[src/rtl/vga_timing_640_480_pkg.sv]
// Shared constants and phase encoding for the 640x480@60 raster timing generator.
// Default porch/sync/active figures plus the per-axis totals derived from them.
package vga_timing_640_480_pkg;

  localparam int H_ACTIVE_DEF = 640;
  localparam int H_FP_DEF     = 16;
  localparam int H_SYNC_DEF   = 96;
  localparam int H_BP_DEF     = 48;
  localparam int V_ACTIVE_DEF = 480;
  localparam int V_FP_DEF     = 10;
  localparam int V_SYNC_DEF   = 2;
  localparam int V_BP_DEF     = 33;

  localparam int H_TOTAL_DEF = H_ACTIVE_DEF + H_FP_DEF + H_SYNC_DEF + H_BP_DEF;
  localparam int V_TOTAL_DEF = V_ACTIVE_DEF + V_FP_DEF + V_SYNC_DEF + V_BP_DEF;

  localparam int HIDX_W = 10;
  localparam int VIDX_W = 9;

  typedef enum logic [1:0] {
    PH_ACT  = 2'd0,
    PH_FP   = 2'd1,
    PH_SYNC = 2'd2,
    PH_BP   = 2'd3
  } phase_t;

endpackage

[src/rtl/vga_timing_640_480_axis_timer.sv]
// One raster axis: four-phase FSM (active, front porch, sync, back porch) with a
// per-phase counter and a position counter. Exposes next-state decodes for registering.
module vga_axis_timer
  import vga_timing_640_480_pkg::*;
#(
  parameter int ACTIVE = H_ACTIVE_DEF,
  parameter int FP     = H_FP_DEF,
  parameter int SYNC   = H_SYNC_DEF,
  parameter int BP     = H_BP_DEF,
  parameter int POS_W  = HIDX_W
) (
  input  logic             clk,
  input  logic             sclr_n,
  input  logic             en,
  output logic             wrap,
  output logic [POS_W-1:0] pos_nxt,
  output logic             active_nxt,
  output logic             sync_nxt
);

  localparam int TOTAL = ACTIVE + FP + SYNC + BP;

  phase_t           phase;
  phase_t           phase_nxt;
  logic [POS_W-1:0] cnt;
  logic [POS_W-1:0] cnt_nxt;
  logic [POS_W-1:0] pos;
  logic [POS_W-1:0] len_m1;
  logic             last;

  always_comb begin
    len_m1 = POS_W'(BP - 1);
    unique case (phase)
      PH_ACT:  len_m1 = POS_W'(ACTIVE - 1);
      PH_FP:   len_m1 = POS_W'(FP - 1);
      PH_SYNC: len_m1 = POS_W'(SYNC - 1);
      PH_BP:   len_m1 = POS_W'(BP - 1);
    endcase
  end

  assign last = (cnt == len_m1);
  assign wrap = en && (phase == PH_BP) && last;

  // Phase order wraps BP -> ACT through the 2-bit encoding.
  always_comb begin
    phase_nxt = phase;
    cnt_nxt   = cnt;
    pos_nxt   = pos;
    if (en) begin
      if (last) begin
        phase_nxt = phase_t'(phase + 2'd1);
        cnt_nxt   = '0;
      end else begin
        cnt_nxt = cnt + POS_W'(1);
      end
      pos_nxt = wrap ? '0 : pos + POS_W'(1);
    end
  end

  assign active_nxt = (phase_nxt == PH_ACT);
  assign sync_nxt   = (phase_nxt == PH_SYNC);

  always_ff @(posedge clk) begin
    if (!sclr_n) begin
      phase <= PH_BP;
      cnt   <= POS_W'(BP - 1);
      pos   <= POS_W'(TOTAL - 1);
    end else begin
      phase <= phase_nxt;
      cnt   <= cnt_nxt;
      pos   <= pos_nxt;
    end
  end

endmodule

[src/rtl/vga_timing_640_480.sv]
// 640x480@60 raster timing generator: cascaded horizontal/vertical axis timers,
// stepping one pixel per i_px_clk strobe, with all outputs registered.
module vga_timing_640_480
  import vga_timing_640_480_pkg::*;
#(
  parameter int H_ACTIVE = H_ACTIVE_DEF,
  parameter int H_FP     = H_FP_DEF,
  parameter int H_SYNC   = H_SYNC_DEF,
  parameter int H_BP     = H_BP_DEF,
  parameter int V_ACTIVE = V_ACTIVE_DEF,
  parameter int V_FP     = V_FP_DEF,
  parameter int V_SYNC   = V_SYNC_DEF,
  parameter int V_BP     = V_BP_DEF,
  parameter bit SYNC_POL = 1'b0
) (
  input  logic              clk,
  input  logic              i_sclr_n,
  input  logic              i_px_clk,
  output logic              o_hsync,
  output logic              o_vsync,
  output logic              o_haddr_en,
  output logic              o_vaddr_en,
  output logic [HIDX_W-1:0] o_hidx,
  output logic [VIDX_W-1:0] o_vidx,
  output logic              o_line_start,
  output logic              o_frame_start
);

  logic              h_wrap;
  logic              v_wrap;
  logic              h_act;
  logic              v_act;
  logic              h_sync;
  logic              v_sync;
  logic [HIDX_W-1:0] h_pos;
  logic [VIDX_W-1:0] v_pos;

  vga_axis_timer #(
    .ACTIVE (H_ACTIVE),
    .FP     (H_FP),
    .SYNC   (H_SYNC),
    .BP     (H_BP),
    .POS_W  (HIDX_W)
  ) u_h_axis (
    .clk        (clk),
    .sclr_n     (i_sclr_n),
    .en         (i_px_clk),
    .wrap       (h_wrap),
    .pos_nxt    (h_pos),
    .active_nxt (h_act),
    .sync_nxt   (h_sync)
  );

  // The vertical axis steps once per line, on the strobe that wraps the horizontal axis.
  vga_axis_timer #(
    .ACTIVE (V_ACTIVE),
    .FP     (V_FP),
    .SYNC   (V_SYNC),
    .BP     (V_BP),
    .POS_W  (VIDX_W)
  ) u_v_axis (
    .clk        (clk),
    .sclr_n     (i_sclr_n),
    .en         (h_wrap),
    .wrap       (v_wrap),
    .pos_nxt    (v_pos),
    .active_nxt (v_act),
    .sync_nxt   (v_sync)
  );

  always_ff @(posedge clk) begin
    if (!i_sclr_n) begin
      o_hsync       <= !SYNC_POL;
      o_vsync       <= !SYNC_POL;
      o_haddr_en    <= 1'b0;
      o_vaddr_en    <= 1'b0;
      o_hidx        <= '0;
      o_vidx        <= '0;
      o_line_start  <= 1'b0;
      o_frame_start <= 1'b0;
    end else if (i_px_clk) begin
      o_hsync       <= h_sync ? SYNC_POL : !SYNC_POL;
      o_vsync       <= v_sync ? SYNC_POL : !SYNC_POL;
      o_haddr_en    <= h_act;
      o_vaddr_en    <= v_act;
      o_hidx        <= h_act ? h_pos : '0;
      o_vidx        <= v_act ? v_pos : '0;
      o_line_start  <= h_wrap;
      o_frame_start <= h_wrap && v_wrap;
    end else begin
      o_line_start  <= 1'b0;
      o_frame_start <= 1'b0;
    end
  end

endmodule

[config.mk]
export PLATFORM = sky130hd
export DESIGN_NAME = vga_timing_640_480
export DESIGN_NICKNAME = d
export VERILOG_FILES = /design/src/rtl/vga_timing_640_480_pkg.sv /design/src/rtl/vga_timing_640_480_axis_timer.sv /design/src/rtl/vga_timing_640_480.sv
export SDC_FILE = /design/constraint.sdc
export NUM_CORES = 1
export LEC_CHECK = 0
export ABC_CLOCK_PERIOD_IN_PS = 3260
export CAP_MARGIN = 40
export CORE_MARGIN = 2
export CORE_UTILIZATION = 50
export CTS_CLUSTER_DIAMETER = 50
export DETAILED_ROUTE_END_ITERATION = 10
export PLACE_DENSITY = 0.8
export SYNTH_ARGS = -nofsm -noshare
export SYNTH_HDL_FRONTEND = slang
export SYNTH_SLANG_ARGS = --single-unit
[constraint.sdc]
create_clock -name clk -period 3.26 [get_ports clk]
set_input_delay 0.978 -clock clk [delete_from_list [all_inputs] [get_ports clk]]
set_output_delay 0.978 -clock clk [all_outputs]
set_load 0.005 [all_outputs]
[Word level (Yosys, flattened, before mapping)]
Cells that the tools add are included.
Storage, ports and cells
  flip-flop bits (word level): 67
  logic and storage cells: 56
Cells by class
  $add $sub $neg: 6
  equal/unequal tests: 10
  multiplexer cells: 16
  reduce and logical (&&, ||, !) cells: 10
Operator list (count)
  10-bit 2-to-1 mux: 4
  10-bit one-hot mux with 4 select lines: 1
  9-bit 2-to-1 mux: 4
  9-bit one-hot mux with 4 select lines: 1
  10-bit by 1-bit adder with 10-bit output (second input constant): 2
  9-bit by 1-bit adder with 9-bit output (second input constant): 2
  2-bit == test (second input constant): 6
  10-bit == test: 1
  9-bit == test: 1
  2-bit zero test: 4
  2-bit 2-to-1 mux: 4
  1-bit logical AND: 5
  2-bit by 1-bit adder with 2-bit output (second input constant): 2
  2-bit by 1-bit == test with 1-bit output (second input constant): 2
  1-bit 2-to-1 mux: 2
  2-bit AND reduction: 1

[Depth between registers and ports, before layout]
  depth after elaboration: 9
  mapped depth: 9
  depth with buffers taken out: 8

[Modules after synthesis]
Synthesis repeated with hierarchy kept, for this count alone.
Second synthesis, totals
  cell total of the unflattened synthesis: 375
  area total of the unflattened synthesis: 3339.5 um2
By module, submodules not included
  vga_axis_timer (u_h_axis): times used 1, cells an instance 139, area an instance 1168.6 um2, sequential area each 440.4 um2
  vga_axis_timer (u_v_axis): times used 1, cells an instance 130, area an instance 1164.9 um2, sequential area each 400.4 um2
  vga_timing_640_480: times used 1, cells an instance 106, area an instance 1006.0 um2, sequential area each 500.5 um2

[Worst setup path after synthesis]
Ideal clock, no wire load.
  path kind: in2reg
  start point: input port i_px_clk
  end point: register o_vidx[0]
  setup time: 0.117 ns
  data arrival time: 2.384 ns
  slack: 0.758 ns
  stages: 7
  buffers on the path: 1
  cells stage by stage: and2_1 -> o211ai_2 -> and4bb_1 -> buf_6 -> mux2_4 -> and2_4 -> a32o_1
On the way
  cells in the longest elaborated chain, start to end: 7
  elaborated cells on any way between the ends: 9
Ends and longest elaborated chain
  from (decl): line vga_timing_640_480.sv:18  | input logic i_px_clk,
  1-bit logical AND (4 in series): line vga_timing_640_480_axis_timer.sv:42  | assign wrap = en && (phase == PH_BP) && last;
  9-bit 2-to-1 mux: line vga_timing_640_480_axis_timer.sv:56  | pos_nxt = wrap ? '0 : pos + POS_W'(1);
  9-bit 2-to-1 mux: line vga_timing_640_480_axis_timer.sv:49  | if (en) begin
  9-bit 2-to-1 mux: line vga_timing_640_480.sv:87  | o_vidx <= v_act ? v_pos : '0;
  to (signal assigned): line vga_timing_640_480.sv:87
  to (decl): line vga_timing_640_480.sv:24  | output logic [VIDX_W-1:0] o_vidx,
Several ways; a longest one is shown, not always the timed one.
A chain may end at the register's enable or synchronous reset.

[Worst setup path in the final report]
  start point: input port i_px_clk
  end point: register o_vidx[4]
Same word-level chain as after synthesis.

==> metrics.yaml <==
timing.fmax_mhz: 378
worstHoldStart: "o_vsync"
ys_ff_latch: 67
drive_above_1_share_pct: 9.71
reg2reg_slack_ps: 730
yosys-top-cells-area: "dfxtp_1 44%, xnor2_1 5.5%, nand2_1 5.3%"
root_buffer: "clkbuf_8"
cts_setup_buffers: 0
tns_ps: 0
h-tree-depth: 3
peakVddDrop_mv: 0.520
slowest_stage: "clkdlybuf4s50_1"
hold_violations: 0
ys_seq_area_share_pct: 44.2
die_h_um: 81.9
cp_max_fo: 5
num_vias: 2443
dr.pass1.iters: 5
period_needed_ps: 2640
ys_top_cells_by_count: "67 x dfxtp_1, 43 x nand2_1, 28 x nor2_1"
slew_violations: 0
leakage_nw: 1.47
async_flop_share_pct: 0
power_density_mw_per_mm2: 697
clock-sinks: 67
grt_max_degree: 25
drc: 0
synth.distinct_cells: 52
initial_utilization_pct: 51.6
required_ps: 3480
crit_type: "primary input to flip-flop"
grt_use_total_pct: 20.6
synth-main-ff-cell: "dfxtp_1"
start_kind: "primary input"
avgSynthCellArea_um2: 8.95
synthCells: 339
yosys.area.top_type: "dfxtp_1"
antenna_found_initial: 0
synth_most_common_cell: "dfxtp_1"
grt_pass1_wl_um: 10400
die_w_um: 81.9
critPathLaunch: "i_px_clk"
numPortBuffers: 27
cp_num_buf_inv: 1
finalWirelength_um: 6310
hold_path.class: "flip-flop to flip-flop"
clock_latency_ps: 350
post_cts_resized: 0
r2r-start: "u_h_axis.phase[0]"
arrival_ps: 2870
core_area_mm2: 0.00589
cp_cell_sequence: "clkdlybuf4s50_1, and2_1, o211ai_2, and4bb_1, mux2_4, and2_4, a32o_1"
slew_headroom_pct: 66.9
cp_top_family: "simple AND/OR/NAND/NOR gates"
area_growth_pct: 19.3
cts_tree: "built"
synth_top_area_share_pct: 44.2
period_share_pct: 81.1
drv_cap: 0
multi_input_area_mm2: 0.00158
routed_via_density: 5.36
worst_slew_pin_slew_ps: 493
dieArea_mm2: 0.00671
r2r_end: "o_vidx[6]"
synth-edff-count: 0
routabilityCongestion: 0.825
synth_area_mm2: 0.00303
fin_skew_ps: 14.3
setup_viol_count_final: 0
endpoint_kind: "flip-flop"
whs_path_depth: 2
overflow: 0
drt_iter0_drc: 215
whs_endpoint: "o_vsync"
num_antenna_cells: 0
io_pins: 28
clockBufferDepth: 2
regArea_mm2: 0.00134
rsz0062_at_grt: "no"
fin_nets: 388
p_total_w: 0.00252
syn_nets: 351
outcome: "completed"
yosys_warnings: 0
nFillCells: 498
critPathMaxStageDelay_ps: 470
hold_buffers: 0
dp.final_hpwl_um: 4550
row_count: 28
clk_transition_reported_paths_ps: 70
r2r_cells: 8
grt_pass1_vias: 2346
wl_per_cell_um: 13.8
final_antenna_net_count: 0
cts_inserted_buffers: 9
-- layout make-up --
type | count | share of cell area, %
clock inverter | 5 | 1.45
inverter | 13 | 1.35
clock buffer | 11 | 3.91
timing repair buffer | 39 | 9.96
sequential | 67 | 37.1
multi-input combinational | 246 | 43.7
tap | 75 | 2.59
-- worst min-delay path: stages, from the launching register on --
cell       delay (ps)
dfxtp_1           310
inv_1              50
a2bb2oi_1          50
-- kinds of logic after synthesis --
group	share of synthesized area, %
AND/OR/NAND/NOR	24.9
flip-flops	44.2
AO/OA/AOI/OAI	13.7
XOR/XNOR	8.66
buffers and inverters	3.67
adder cells (fa/ha/maj)	3.71
multiplexers	1.20
-- state kept, by name, summed over array words and instances, names as in the netlist --
name,flops
o_vidx,9
o_hsync,1
u_h_axis.pos,10
u_h_axis.phase,2
u_h_axis.cnt,10
o_hidx,10
o_line_start,1
u_v_axis.pos,9
o_vsync,1
o_frame_start,1
u_v_axis.phase,2
o_vaddr_en,1
o_haddr_en,1
u_v_axis.cnt,9
-- metrics by stage --
stage	cell area (um^2)	std cells	setup WS, ps	hold slack, ps	utilization [%]
2_1_floorplan	3030	339	758	439	-
3_3_place_gp	3430	440	288	431	58.2
3_5_place_dp	3430	440	261	443	58.2
4_1_cts	3620	456	620	456	61.5
5_1_grt	3620	456	507	461	61.5
6_report	3620	456	617	451	61.5
-- where the power goes --
| group | internal (W) | switching [W] |
|---|---|---|
| clock network | 0.000370 | 0.000308 |
| logic | 0.000358 | 0.000462 |
| registers | 0.000920 | 0.000102 |
| total | 0.00165 | 0.000873 |
-- per-layer routing --
metal	global-route usage, %	part of all wire (%)	wire (um)	up-vias
met4	7.67	1.4	89	0
met2	32.8	48	3000	53
met5	0	0	0	-
li1	-	-	-	1255
met3	7.58	4.3	272	7
met1	25.6	47	2950	1128
-- how the worst max path moves through the flow --
stage / depth (start not counted) / slack [ps] / endpoint
finish: 7 / 620 / o_vidx[4]
global route: 8 / 510 / o_vidx[4]
CTS: 7 / 620 / o_vidx[4]
detailed placement: 7 / 260 / o_vidx[4]
global placement: 7 / 290 / o_vidx[0]
floorplan: 7 / 760 / o_vidx[0]
-- placed cells by master, fill, tap and decap left out, types with 10 or more instances in the layout --
cell and n:
xnor2_1 19, xor2_1 11, nand2_1 43, clkdlybuf4s50_1 27, clkbuf_8 10, dfxtp_1 67
o21ai_0 12, buf_4 12, nand3_1 23, inv_1 13, nor2_1 28
Power figures use the tool's default switching activity.
